==> src/rtl/word_packer_pkg.sv <==
// word_packer_pkg: shared sizes and state encoding for the word packer
package word_packer_pkg;
  localparam int WORD_W = 10;
  localparam int N_WORDS = 48;
  localparam int FRAME_W = WORD_W * N_WORDS;
  localparam int CNT_W = 6;
  typedef enum logic {FILL, HOLD} state_e;
endpackage

==> src/rtl/word_packer.sv <==
// word_packer: packs WORD_W-bit words into N_WORDS-word frames with flush and a one-frame output slot
module word_packer
  import word_packer_pkg::*;
#(
  parameter int WORD_W = word_packer_pkg::WORD_W,
  parameter int N_WORDS = word_packer_pkg::N_WORDS,
  parameter int FRAME_W = WORD_W * N_WORDS
) (
  input  logic               clk,
  input  logic               rst_n,
  input  logic [WORD_W-1:0]  in_data,
  input  logic               in_valid,
  output logic               in_ready,
  input  logic               flush,
  output logic [FRAME_W-1:0] out_data,
  output logic               out_valid,
  input  logic               out_ready,
  output logic [CNT_W-1:0]   out_count
);
  state_e state_q, state_d;
  logic [FRAME_W-1:0] acc_q, acc_d, acc_w, out_data_q, out_data_d;
  logic [CNT_W-1:0] cnt_q, cnt_d, cnt_w, out_count_q, out_count_d;
  logic out_valid_q, out_valid_d, alive_q, accept, slot_free, close;
  assign in_ready = alive_q && state_q == FILL;
  assign out_data = out_data_q;
  assign out_count = out_count_q;
  assign out_valid = out_valid_q;
  always_comb begin
    accept = in_valid && in_ready;
    slot_free = !out_valid_q || out_ready;
    acc_w = acc_q;
    for (int k = 0; k < N_WORDS; k++)
      if (accept && cnt_q == CNT_W'(k)) acc_w[k*WORD_W +: WORD_W] = in_data;
    cnt_w = cnt_q + CNT_W'(accept);
    // HOLD always carries a closed frame; in FILL a word landing in the last slot wins over flush
    close = state_q == HOLD || cnt_w == CNT_W'(N_WORDS) || (flush && |cnt_w);
    out_valid_d = out_valid_q && !out_ready;
    out_data_d = out_data_q;
    out_count_d = out_count_q;
    acc_d = acc_w;
    cnt_d = cnt_w;
    state_d = close ? HOLD : FILL;
    if (close && slot_free) begin
      out_data_d = acc_w;
      out_count_d = cnt_w;
      out_valid_d = 1'b1;
      acc_d = '0;
      cnt_d = '0;
      state_d = FILL;
    end
  end
  always_ff @(posedge clk or negedge rst_n) begin
    if (!rst_n) begin
      state_q <= FILL;
      acc_q <= '0;
      cnt_q <= '0;
      out_data_q <= '0;
      out_count_q <= '0;
      out_valid_q <= 1'b0;
      alive_q <= 1'b0;
    end else begin
      state_q <= state_d;
      acc_q <= acc_d;
      cnt_q <= cnt_d;
      out_data_q <= out_data_d;
      out_count_q <= out_count_d;
      out_valid_q <= out_valid_d;
      alive_q <= 1'b1;
    end
  end
endmodule
==> config.mk <==
export PLATFORM = sky130hd
export DESIGN_NAME = word_packer
export DESIGN_NICKNAME = d
export VERILOG_FILES = /design/src/rtl/word_packer_pkg.sv /design/src/rtl/word_packer.sv
export SDC_FILE = /design/constraint.sdc
export NUM_CORES = 2
export LEC_CHECK = 0
export CAP_MARGIN = 20
export CORE_ASPECT_RATIO = 0.6
export CORE_UTILIZATION = 45
export CTS_CLUSTER_DIAMETER = 40
export DETAILED_ROUTE_END_ITERATION = 8
export PLACE_DENSITY = 0.64
export SLEW_MARGIN = 20
export SYNTH_ARGS = -nofsm -noshare
export SYNTH_HDL_FRONTEND = slang
export SYNTH_SLANG_ARGS = --single-unit
==> constraint.sdc <==
create_clock -name clk -period 3.8 [get_ports clk]
set_clock_uncertainty 0.05 [all_clocks]
set_input_delay 0.76 -clock clk [delete_from_list [all_inputs] [get_ports clk]]
set_output_delay 0.76 -clock clk [all_outputs]
set_load 0.02 [all_outputs]
==> results.rst <==
.. list-table::
   :header-rows: 1

   * - Metric
     - Value
   * - Peak supply drop
     - about 0.00036 V
   * - Power density over the cells
     - 537 nW/um2
   * - Startpoint of the worst-slack reg-to-reg timing path
     - state_q
   * - DRC marker count from the first detailed-route iteration
     - 1530
   * - CTS Buf Count
     - 102
   * - Resized cells post-CTS
     - 0
   * - Cells along the critical path
     - clkdlybuf4s50_1 -> nand3b_1 -> inv_1 -> ha_1 -> ha_1 -> xor2_1 -> nor3_1 -> o211ai_1 -> a221oi_4 -> buf_4 -> buf_12 -> buf_12 -> mux2i_1
   * - Type of the tightest min-delay check
     - in -> async
   * - Top flip-flop cell by instance count after synthesis
     - sky130_fd_sc_hd__dfrtp_1
   * - Post-layout nets
     - around 3800
   * - Global-route wire length before repair
     - 161000 um
   * - Number of post-CTS setup repair buffers
     - 0
   * - Post-route cell area
     - 50200 um2
   * - Critical Path Max Stage Delay
     - 470 ps
   * - Ratio of cells with drive above 1 in the final layout
     - 9.61%
   * - Area leader, netlist
     - sky130_fd_sc_hd__dfrtp_1
   * - Htree depth
     - 3
   * - CTS Root Buffer Type
     - sky130_fd_sc_hd__clkbuf_16
   * - Final standard cell utilization of the core
     - between 50 and 60%
   * - Total detailed-routing wirelength
     - 106000 um
   * - Slew at the pin closest to its max-slew limit
     - about 1000 ps
   * - Count of synthesis-stage warnings from yosys
     - 0
   * - Number of enable-type register cells in the synthesized netlist
     - 0
   * - Count of input and output buffers
     - 502
   * - Number of hold buffers added after CTS
     - 0
   * - Fin Hold WS
     - 97.9 ps
   * - Endpoint type of the worst setup path
     - flop
   * - Leakage
     - between 20 and 25 nW
   * - Status
     - complete, no violations
   * - Register-to-register setup slack
     - 640 ps
   * - Depth of the worst register-to-register path
     - 12
   * - Post-synth net total
     - roughly 3200
   * - Placer congestion estimate
     - between 0.8 and 0.9
   * - ANT nets after route
     - 0
   * - Flop and latch count out of synthesis
     - 975
   * - Worst slew slack as a fraction of its limit
     - a little under a third
   * - RSZ-0062 raised after global routing
     - no
   * - CP max stage cell
     - sky130_fd_sc_hd__clkdlybuf4s50_1
   * - Core Area
     - 86200 um2
   * - Die Wd
     - 384 um
   * - Number of buffers and inverters on the critical path
     - 5
   * - Number of cells in the design after placement
     - 4829
   * - TritonCTS clock tree
     - built
   * - Initial Utilization
     - a little under half
   * - RR Endpoint
     - out_data[415]
   * - Total global-route track usage
     - 24.1%
   * - Cell Rows
     - 83
   * - Most common cell after layout, fill and taps aside
     - sky130_fd_sc_hd__dfrtp_1
   * - Highest fanout seen on the critical path
     - 32
   * - Chip height
     - 231 um
   * - Detailed-route vias per instance
     - 4.89
   * - Clock tree sinks
     - around 980
   * - Most used cells in the layout excluding fill and tap cells
     - sky130_fd_sc_hd__dfrtp_1 (975), sky130_fd_sc_hd__mux2i_1 (961), sky130_fd_sc_hd__nor2_1 (496)
   * - Number of maximum-capacitance violations
     - 0
   * - Count of placed standard cells in the final layout, fillers left out
     - 5017
   * - Worst path top cell family by delay
     - buffers and inverters
   * - Top post-synthesis cells by area
     - sky130_fd_sc_hd__dfrtp_1 (62%), sky130_fd_sc_hd__mux2i_1 (24%), sky130_fd_sc_hd__nor2_1 (4.7%), sky130_fd_sc_hd__inv_1 (4.6%), sky130_fd_sc_hd__buf_6 (1.2%)
   * - Number of antenna diodes
     - 0
   * - Start-to-end type of the worst setup path
     - in -> reg
   * - Number of different library cells in the post-synthesis netlist
     - 37
   * - Data required time of the worst path
     - 4350 ps
   * - Ratio of final minimum period to clock period
     - 85.5%
   * - Area share of the largest cell type after synthesis
     - 61.8%
   * - Number of vias after detailed routing
     - 24600
   * - Number of global-route vias before repair
     - 25500
   * - Total grt overflow
     - 0
   * - Sort of element at the start of the critical path
     - input pin
   * - Setup violation total in the final timing report
     - 0
   * - Final min period
     - 3250 ps
   * - First-pass detailed-route iteration total
     - 4
   * - Area of the mapped netlist
     - 39500 um2
   * - Proportion of synthesized flip-flops having asynchronous set or reset
     - 100%
   * - Maximum clock frequency
     - 308 MHz
   * - Die footprint
     - 88900 um2
   * - Synthesized instance count
     - 3209
   * - Per-cell routed wire length
     - 21.1 um
   * - Number of hold violations in the final report
     - 0
   * - Signed area change from the synthesized netlist to the final layout
     - 27.2%
   * - Top-level port count
     - 503
   * - Maximum buffer depth of the clock tree
     - 3
   * - Clock network latency to the later pin of the worst-skew pair
     - slightly below 700 ps
   * - Post-Syn Area per Cell
     - between 10 and 15 um2
   * - Antenna violations before repair
     - 1
   * - Area after DPL
     - 46600 um2
   * - Max-slew violation total from the final report
     - 0
   * - Drc violations
     - 0
   * - Half-perimeter wire length after placement
     - 69700 um
   * - Clock Pin Slew Worst Setup and Hold Paths
     - approximately 70 ps
   * - Maximum number of pins on one net before global-route repair
     - 96
   * - Power after layout
     - 27.0 mW
   * - Post-synthesis sequential area ratio
     - 61.8%
   * - CP Data Arrival Time
     - 3800 ps
sequential cells by signal, summed over array words and instances (netlist names):
register and flops:
acc_q 480, alive_q 1, cnt_q 6, out_count 6, out_data 480, out_valid 1, state_q 1
routing by layer:
layer | vias up | share of wire (%) | GRT usage [%]
met3 | 137 | 4.0 | 4.72
met4 | 2 | 1.6 | 4.76
met5 | - | 0.0085 | 0
met1 | 12600 | 49 | 36.0
met2 | 433 | 45 | 36.4
li1 | 11400 | - | -
where the power goes:
part / leakage (nW) / internal, mW / switching (mW)
logic: 9.68 / 2.11 / 2.91
clock network: 1.75 / 6.22 / 4.32
registers: 13.6 / 11.0 / 0.437
kinds of logic (layout without fill, tap and decap cells):
logic type / count (synthesis) / in the layout / share of synthesized area, %
other: 1 / 1 / 0.00950
buffers and inverters: 677 / 1338 / 7.61
AO/OA/AOI/OAI: 13 / 13 / 0.254
multiplexers: 964 / 964 / 24.5
flip-flops: 975 / 975 / 61.8
XOR/XNOR: 4 / 4 / 0.0888
AND/OR/NAND/NOR: 573 / 573 / 5.68
adder cells (fa/ha/maj): 2 / 2 / 0.0634
worst reg2reg max path, cell delays in order, from the launching register on:
cell and delay, ps:
sky130_fd_sc_hd__dfrtp_1 440, sky130_fd_sc_hd__nand3b_1 170, sky130_fd_sc_hd__inv_1 50, sky130_fd_sc_hd__ha_1 200
sky130_fd_sc_hd__ha_1 210, sky130_fd_sc_hd__xor2_1 170, sky130_fd_sc_hd__nor3_1 290, sky130_fd_sc_hd__o211ai_1 240
sky130_fd_sc_hd__a221oi_4 330, sky130_fd_sc_hd__buf_4 240, sky130_fd_sc_hd__buf_12 200, sky130_fd_sc_hd__buf_12 250
sky130_fd_sc_hd__mux2i_1 230
layout make-up:
type / instances / area [um2]
Fill cell: 7158 / 36000
Tap cell: 1147 / 1440
Multi-Input combinational cell: 1557 / 12200
Clock buffer: 133 / 2880
Timing Repair Buffer: 665 / 6790
Clock inverter: 55 / 697
Sequential cell: 975 / 24400
Inverter: 485 / 1820
Yosys cell counts, types with 3 or more instances:
cell / number
sky130_fd_sc_hd__dfrtp_1: 975
sky130_fd_sc_hd__nor3_1: 17
sky130_fd_sc_hd__buf_4: 17
sky130_fd_sc_hd__buf_2: 66
sky130_fd_sc_hd__nor2b_1: 4
sky130_fd_sc_hd__nand2b_1: 4
sky130_fd_sc_hd__nand2_1: 33
sky130_fd_sc_hd__clkbuf_2: 5
sky130_fd_sc_hd__mux2i_1: 961
sky130_fd_sc_hd__buf_6: 41
sky130_fd_sc_hd__nor4_1: 7
sky130_fd_sc_hd__nand3_1: 3
sky130_fd_sc_hd__xor2_1: 3
sky130_fd_sc_hd__inv_1: 485
sky130_fd_sc_hd__nor2_1: 496
sky130_fd_sc_hd__mux2_2: 3
sky130_fd_sc_hd__clkbuf_1: 61
worst max path at each step:
stage                     startpoint       endpoint  slack (ps)  cells past startpoint
after floorplan             in_valid   out_count[0]         760                     11
after CTS                   in_valid  out_data[415]         600                     13
after detailed placement    in_valid   out_data[32]        -110                     13
after global placement      in_valid  out_data[374]         -50                     13
final                       in_valid  out_data[415]         550                     13
after global routing        in_valid  out_data[410]         360                     13
through the flow:
stage                     worst slack (ps)  TNS (ps)
final                                  552         0
after global routing                   356         0
after CTS                              597         0
after detailed placement              -112    -25470
after global placement               -51.8     -4530
after floorplan                        763         0
Note: power is estimated with default switching activity, not from simulation.
